`src/rtl/afe_tot_meas_pkg.sv`:
```
// Shared definitions for the AFE time-over-threshold measurement stage:
// FSM state encoding, default parameters and the SPI readout status order.
`timescale 1ns/1ps
package afe_tot_meas_pkg;

  typedef enum logic [1:0] {
    S_IDLE      = 2'd0,
    S_WAIT_COMP = 2'd1,
    S_MEASURE   = 2'd2,
    S_DONE      = 2'd3
  } state_t;

  localparam int CNT_W_DEF       = 8;
  localparam int SYNC_STAGES_DEF = 2;
  localparam int TIMEOUT_DEF     = 255;

  // Status nibble as shifted out by the SPI readout: {VALID,OVF,TMO,BUSY},
  // followed on the wire by DELAY and then TOT.
  localparam int STATUS_W = 4;

  function automatic logic [STATUS_W-1:0] pack_status(input logic valid,
                                                      input logic ovf,
                                                      input logic tmo,
                                                      input logic busy);
    return {valid, ovf, tmo, busy};
  endfunction

endpackage

```
`src/rtl/afe_tot_meas_if.sv`:
```
// Signal bundle between the comparator front end / SPI decode and the
// measurement stage. The slave side is the measurement block.
`timescale 1ns/1ps
interface afe_tot_meas_if #(
  parameter int CNT_W = 8
);
  logic             inj;
  logic             comp;
  logic             arm;
  logic             hit;
  logic [CNT_W-1:0] delay;
  logic [CNT_W-1:0] tot;
  logic             valid;
  logic             ovf;
  logic             tmo;
  logic             busy;

  modport master (
    output inj, comp, arm,
    input  hit, delay, tot, valid, ovf, tmo, busy
  );

  modport slave (
    input  inj, comp, arm,
    output hit, delay, tot, valid, ovf, tmo, busy
  );
endinterface

```
`src/rtl/afe_tot_meas_sync.sv`:
```
// Multi-flop synchroniser for an asynchronous pad signal with registered
// one-cycle rising and falling edge pulses. Both pulses appear
// SYNC_STAGES+1 clock edges after the pad edge is first sampled.
`timescale 1ns/1ps
module afe_tot_meas_sync #(
  parameter int SYNC_STAGES = 2
) (
  input  logic clk,
  input  logic rst,
  input  logic d,
  output logic rise,
  output logic fall
);

  logic [SYNC_STAGES-1:0] sync_q;
  logic                   last_q;

  // Shift the pad level through the synchroniser and register edge pulses.
  // NOTE: sequential state uses non-blocking assignments so every flop
  // samples the pre-edge value of its neighbour, giving a true shift chain.
  always_ff @(posedge clk or posedge rst) begin
    if (rst) begin
      sync_q <= '0;
      last_q <= 1'b0;
      rise   <= 1'b0;
      fall   <= 1'b0;
    end else begin
      sync_q <= {sync_q[SYNC_STAGES-2:0], d};
      last_q <= sync_q[SYNC_STAGES-1];
      rise   <= sync_q[SYNC_STAGES-1] & ~last_q;
      fall   <= ~sync_q[SYNC_STAGES-1] & last_q;
    end
  end

endmodule

```
`src/rtl/afe_tot_meas.sv`:
```
// Injection-to-threshold delay and time-over-threshold measurement.
// One shared counter serves both phases; results are held until ARM.
`timescale 1ns/1ps
module afe_tot_meas
  import afe_tot_meas_pkg::*;
#(
  parameter int CNT_W       = CNT_W_DEF,
  parameter int SYNC_STAGES = SYNC_STAGES_DEF,
  parameter int TIMEOUT     = TIMEOUT_DEF
) (
  input  logic          clk,
  input  logic          rst,
  afe_tot_meas_if.slave bus
);

  localparam logic [CNT_W:0] CNT_MAX = {1'b0, {CNT_W{1'b1}}};
  localparam logic [CNT_W:0] TMO_LIM = (CNT_W+1)'(TIMEOUT);

  logic inj_re;
  logic inj_fe_unused;
  logic comp_re;
  logic comp_fe;

  state_t           state_q, state_d;
  logic [CNT_W:0]   cnt_q, cnt_d, cnt_inc;
  logic [CNT_W-1:0] delay_q, delay_d;
  logic [CNT_W-1:0] tot_q, tot_d;
  logic             valid_q, valid_d;
  logic             ovf_q, ovf_d;
  logic             tmo_q, tmo_d;
  logic             hit_q, hit_d;
  logic             busy_q, busy_d;

  afe_tot_meas_sync #(.SYNC_STAGES(SYNC_STAGES)) u_sync_inj (
    .clk  (clk),
    .rst  (rst),
    .d    (bus.inj),
    .rise (inj_re),
    .fall (inj_fe_unused)
  );

  afe_tot_meas_sync #(.SYNC_STAGES(SYNC_STAGES)) u_sync_comp (
    .clk  (clk),
    .rst  (rst),
    .d    (bus.comp),
    .rise (comp_re),
    .fall (comp_fe)
  );

  // The counter is one bit wider than the results so a count past the
  // result range is still visible for saturation and OVF.
  assign cnt_inc = cnt_q + 1'b1;

  function automatic logic [CNT_W-1:0] sat(input logic [CNT_W:0] v);
    return (v > CNT_MAX) ? CNT_MAX[CNT_W-1:0] : v[CNT_W-1:0];
  endfunction

  // Next-state, counter and result update; ARM overrides every edge event.
  // NOTE: every variable gets its hold value before the case statement so
  // no path leaves one unassigned, which would otherwise infer a latch.
  always_comb begin
    state_d = state_q;
    cnt_d   = cnt_q;
    delay_d = delay_q;
    tot_d   = tot_q;
    valid_d = valid_q;
    ovf_d   = ovf_q;
    tmo_d   = tmo_q;
    hit_d   = 1'b0;

    if (bus.arm) begin
      state_d = S_IDLE;
      cnt_d   = '0;
      delay_d = '0;
      tot_d   = '0;
      valid_d = 1'b0;
      ovf_d   = 1'b0;
      tmo_d   = 1'b0;
    end else begin
      case (state_q)
        S_IDLE: begin
          // A comparator edge without (or together with) injection is a hit.
          if (comp_re) begin
            state_d = S_MEASURE;
            cnt_d   = '0;
            delay_d = '0;
            hit_d   = 1'b1;
          end else if (inj_re) begin
            state_d = S_WAIT_COMP;
            cnt_d   = '0;
          end
        end
        S_WAIT_COMP: begin
          if (comp_re) begin
            state_d = S_MEASURE;
            cnt_d   = '0;
            delay_d = sat(cnt_inc);
            ovf_d   = (cnt_inc > CNT_MAX);
            hit_d   = 1'b1;
          end else if (cnt_inc >= TMO_LIM) begin
            state_d = S_DONE;
            cnt_d   = cnt_inc;
            delay_d = sat(TMO_LIM);
            tot_d   = '0;
            valid_d = 1'b1;
            tmo_d   = 1'b1;
          end else begin
            cnt_d = cnt_inc;
          end
        end
        S_MEASURE: begin
          if (comp_fe) begin
            state_d = S_DONE;
            tot_d   = sat(cnt_inc);
            ovf_d   = ovf_q | (cnt_inc > CNT_MAX);
            valid_d = 1'b1;
          end else if (cnt_q <= CNT_MAX) begin
            cnt_d = cnt_inc;
          end
        end
        S_DONE: begin
          // Results hold; edges are ignored until re-armed.
        end
        default: state_d = S_IDLE;
      endcase
    end

    busy_d = (state_d == S_WAIT_COMP) || (state_d == S_MEASURE);
  end

  // State, counter and registered outputs.
  always_ff @(posedge clk or posedge rst) begin
    if (rst) begin
      state_q <= S_IDLE;
      cnt_q   <= '0;
      delay_q <= '0;
      tot_q   <= '0;
      valid_q <= 1'b0;
      ovf_q   <= 1'b0;
      tmo_q   <= 1'b0;
      hit_q   <= 1'b0;
      busy_q  <= 1'b0;
    end else begin
      state_q <= state_d;
      cnt_q   <= cnt_d;
      delay_q <= delay_d;
      tot_q   <= tot_d;
      valid_q <= valid_d;
      ovf_q   <= ovf_d;
      tmo_q   <= tmo_d;
      hit_q   <= hit_d;
      busy_q  <= busy_d;
    end
  end

  assign bus.hit   = hit_q;
  assign bus.delay = delay_q;
  assign bus.tot   = tot_q;
  assign bus.valid = valid_q;
  assign bus.ovf   = ovf_q;
  assign bus.tmo   = tmo_q;
  assign bus.busy  = busy_q;

endmodule
```
`src/flat_wrapper.sv`:
```
// flat-port wrapper written by rule: the top's interface ports become plain ports
module afe_tot_meas_flat import afe_tot_meas_pkg::*;
#(
  parameter int CNT_W       = CNT_W_DEF,
  parameter int SYNC_STAGES = SYNC_STAGES_DEF,
  parameter int TIMEOUT     = TIMEOUT_DEF
)
  (clk, rst, bus_inj, bus_comp, bus_arm, bus_hit, bus_delay, bus_tot, bus_valid, bus_ovf, bus_tmo, bus_busy);
  afe_tot_meas_if #(.CNT_W(CNT_W)) bus_i ();
  input  logic clk;
  input  logic rst;
  input wire logic [$bits(bus_i.inj)-1:0] bus_inj;
  input wire logic [$bits(bus_i.comp)-1:0] bus_comp;
  input wire logic [$bits(bus_i.arm)-1:0] bus_arm;
  output wire logic [$bits(bus_i.hit)-1:0] bus_hit;
  output wire logic [$bits(bus_i.delay)-1:0] bus_delay;
  output wire logic [$bits(bus_i.tot)-1:0] bus_tot;
  output wire logic [$bits(bus_i.valid)-1:0] bus_valid;
  output wire logic [$bits(bus_i.ovf)-1:0] bus_ovf;
  output wire logic [$bits(bus_i.tmo)-1:0] bus_tmo;
  output wire logic [$bits(bus_i.busy)-1:0] bus_busy;
  assign bus_i.inj = bus_inj;
  assign bus_i.comp = bus_comp;
  assign bus_i.arm = bus_arm;
  assign bus_hit = bus_i.hit;
  assign bus_delay = bus_i.delay;
  assign bus_tot = bus_i.tot;
  assign bus_valid = bus_i.valid;
  assign bus_ovf = bus_i.ovf;
  assign bus_tmo = bus_i.tmo;
  assign bus_busy = bus_i.busy;
  afe_tot_meas #(.CNT_W(CNT_W), .SYNC_STAGES(SYNC_STAGES), .TIMEOUT(TIMEOUT)) u_core (.clk(clk), .rst(rst), .bus(bus_i));
endmodule
```
`config.mk`:
```
export PLATFORM = sky130hd
export DESIGN_NAME = afe_tot_meas_flat
export DESIGN_NICKNAME = d
export VERILOG_FILES = /design/src/rtl/afe_tot_meas_pkg.sv /design/src/rtl/afe_tot_meas_if.sv /design/src/rtl/afe_tot_meas_sync.sv /design/src/rtl/afe_tot_meas.sv /design/src/flat_wrapper.sv
export SDC_FILE = /design/constraint.sdc
export NUM_CORES = 1
export LEC_CHECK = 0
export CORE_UTILIZATION = 45
export DETAILED_ROUTE_END_ITERATION = 6
export GPL_TIMING_DRIVEN = 0
export PLACE_DENSITY = 0.78
export SYNTH_ARGS = -nofsm -noshare
export SYNTH_HDL_FRONTEND = slang
export SYNTH_SLANG_ARGS = --single-unit
export TNS_END_PERCENT = 50
```
`constraint.sdc`:
```
create_clock -name clk -period 2.95 [get_ports clk]
set_input_delay 0.4425 -clock clk [delete_from_list [all_inputs] [get_ports clk]]
set_output_delay 0.4425 -clock clk [all_outputs]
set_load 0.01 [all_outputs]
```
==> impl_results.md <==
* Status: finished, final reports clean
* Clock sinks at 41
* GPL Wtd Cong at approximately 0.92
* Global-route wire length before repair at about 8500 µm
* Die Area at around 0.005 mm²
* Cell Area, Synth at around 0.0022 mm²
* Number of antenna violations at the first check in global routing at 0
* P&R area growth vs syn at 19.5%
* Worst-path cell chain: ha_1 > nand3_1 > nor2_1 > ha_1 > clkbuf_1 > clkbuf_1 > a21oi_1 > mux2_1
* Crit start category: flip-flop
* Root Buffer: clkbuf_8
* Post-Place Setup Slack at 281 ps
* Worst R2R Start: u_core.cnt_q[1]
* Fmax at approximately 360 MHz
* Worst endpoint required time at roughly 3100 ps
* Critical path buffers and inverters at 2
* Clk_lat worst skew at approximately 300 ps
* Final worst-path cycle share at 0.931
* Setup TNS at 0 ps
* Met2 usage at 0.335
* Final nets at 272
* Final Skew at 11.9 ps
* Slew headroom at 0.425
* # hold bufs at CTS at 0
* Yosys cell types at 39
* Via density at about 5.7
* EDFF count, synth at 0
* Final WS setup at 203 ps
* Pleak at around 1.1 nW
* Crit Path Max Fanout at 10
* Maximum vdd ir drop at about 340 µV
* 1st-pass router iterations at 4
* Critical Path Sink Type: flip-flop
* Ant. Diodes at 0
* Setup Fix Bufs, Post-CTS at 0
* Clock Path Buffers at 2
* Critical path class: reg2reg
* Initial Utilization at 0.485
* Slew Limit Fails at 0
* # setup viols final at 0
* Yosys warns at 0
* Routed Antenna Nets at 0
* Grt ovf at 0
* Routed WL at roughly 5000 µm
* 1st-iter DRT viols at ~100
* Post-synth ARST share at 1.00
* # Max-Cap Violations at 0
* Layout cells sized above 1 at 0.0692
* Slew @ Worst Pin at between 800 and 900 ps
* Syn_nets at 240
* Sequential-to-total area share from yosys stat at 0.470
* Hold Path End: u_core.u_sync_inj.sync_q[1]
* Critical Path AT at 2930 ps
* Most frequent cells in the layout: dfrtp_1 (41), nand2_1 (26), clkdlybuf4s50_1 (25)
* Core Box Area at 0.00450 mm²
* Reg-to-reg slack, setup at roughly 200 ps
* R2R Path End: u_core.bus.tot[2]
* # H-tree levels at 2
* Mapped Cells at between 200 and 250
* CTS resizes at 0
* Post-DR wirelength/cell at 16.0 µm
* Largest net degree at the start of global routing at between 40 and 50
* Detailed Place HPWL at around 3300 µm
* CTS tree: built
* Setup crit start: u_core.cnt_q[1]
* Crit-path leading delay family: buffers and inverters
* Hold Startpoint: u_core.u_sync_inj.sync_q[0]
* Dominant synthesized flop cell: dfrtp_1
* Worst min-delay path class: reg2reg
* GRT met1 Usage at 0.296
* IO buf count at 25
* Fill cells at between 300 and 400
* DRC errors left at 0
* Register bit total from synthesis at 41
* Total number of vias at 1,790
* Most Crowded Layer GR: met2
* Die X at 71.7 µm
* Pwr dens at 434 mW/mm²
* Global Route Usage Sum at 0.212
* Tmin final at around 2700 ps
* Io pins at 26
* RSZ-0062 raised after global routing: no
* CP peak stage delay at approximately 450 ps
* Vias in the first global route at 1,780
* Worst path slowest cell: dfrtp_1
* Hold Path Cell Cnt at 0
* Register-to-Register Path Depth at 8
* Die Span Y at approximately 70 µm
* Mean Syn Cell Area at between 9 and 10 µm²
* Commonest non-fill, non-tap cell in the layout: dfrtp_1
* Total CTS buffers at 5
* Num rows at 24
* Fin. Hold Viols at 0
* Grt met3 use at 0.0352
* Worst-path clk slew at around 80 ps
[sequential cells by signal, indices dropped and copies added (netlist names)]
signal and count:
u_core.cnt_q 9, u_core.u_sync_comp.sync_q 2, u_core.bus.delay 8, u_core.u_sync_inj.last_q 1
u_core.bus.tot 8, u_core.bus.busy 1, u_core.u_sync_inj.rise 1, u_core.u_sync_comp.rise 1
u_core.u_sync_comp.fall 1, u_core.u_sync_inj.sync_q 2, u_core.bus.ovf 1, u_core.bus.hit 1
u_core.bus.valid 1, u_core.bus.tmo 1, u_core.u_sync_comp.last_q 1, u_core.state_q 2
[how the worst max path moves through the flow]
stage	endpoint	slack [ps]	cells past startpoint
detailed placement	u_core.bus.tot[2]	280	8
global placement	u_core.bus.tot[2]	290	8
global route	u_core.bus.delay[2]	20	8
finish	u_core.bus.tot[2]	200	8
floorplan	u_core.bus.tot[3]	680	9
CTS	u_core.bus.tot[2]	220	8
[Yosys cell counts (2+ instances only)]
cell type  number  area share
a21oi_1        17       0.039
a22o_1         10       0.040
a311oi_1        2      0.0080
and2_1          2      0.0057
buf_1           2      0.0034
buf_2           4      0.0092
clkbuf_1        5      0.0086
dfrtp_1        41        0.47
ha_1            8       0.046
inv_1          12       0.021
mux2_1          6       0.031
nand2_1        26       0.045
nand2b_1        8       0.023
nand3_1         2      0.0046
nand4_1         4       0.011
nor2_1         14       0.024
nor2b_1        15       0.043
nor3_1          3      0.0069
o21a_1          2      0.0069
o21ai_0         9       0.021
o21ba_2         2      0.0092
o22ai_1         5       0.014
o31ai_1         7       0.024
xnor2_1         3       0.012
xor2_1          4       0.016
[area by class of cell]
type	instances	area (µm²)	area share
tap	52	65.1	0.0249
buffer	12	57.6	0.0220
timing repair buffer	25	250	0.0958
sequential	41	1030	0.393
clock inverter	2	38.8	0.0149
inverter	12	45.0	0.0172
clock buffer	6	72.6	0.0278
multi-input combinational	162	1060	0.404
[power breakdown]
part	internal [mW]	leakage [nW]	switching (mW)	total, mW
combinational	0.0362	0.507	0.0590	0.0952
sequential	0.572	0.554	0.00660	0.579
clock	0.254	0.0554	0.205	0.459
[per-layer routing]
| metal | vias to the layer above | part of all wire |
|---|---|---|
| met3 | 9 | 0.052 |
| met1 | 862 | 0.48 |
| met5 | - | 0 |
| met2 | 60 | 0.45 |
| li1 | 859 | - |
| met4 | 0 | 0.014 |
[logic make-up (layout without fill, tap and decap cells)]
logic type,count (synthesis),count (layout),share of synthesized area
simple gates,76,76,0.170
compound gates,64,64,0.203
flops,41,41,0.470
buf+inv,24,57,0.0470
fa+ha+maj,8,8,0.0458
xor+xnor,7,7,0.0281
mux,7,7,0.0361
[per-stage QoR]
stage,total power [mW],std cells,utilization,hold slack [ps],instance area (µm²)
after floorplan,0.652,227,-,331,2180
after global placement,0.680,304,0.555,336,2500
after detailed placement,0.683,304,0.555,343,2500
after CTS,1.14,312,0.580,361,2610
after global routing,1.16,312,0.580,371,2610
final,1.13,312,0.580,358,2610
No activity file was read; power rests on OpenSTA's default activity.
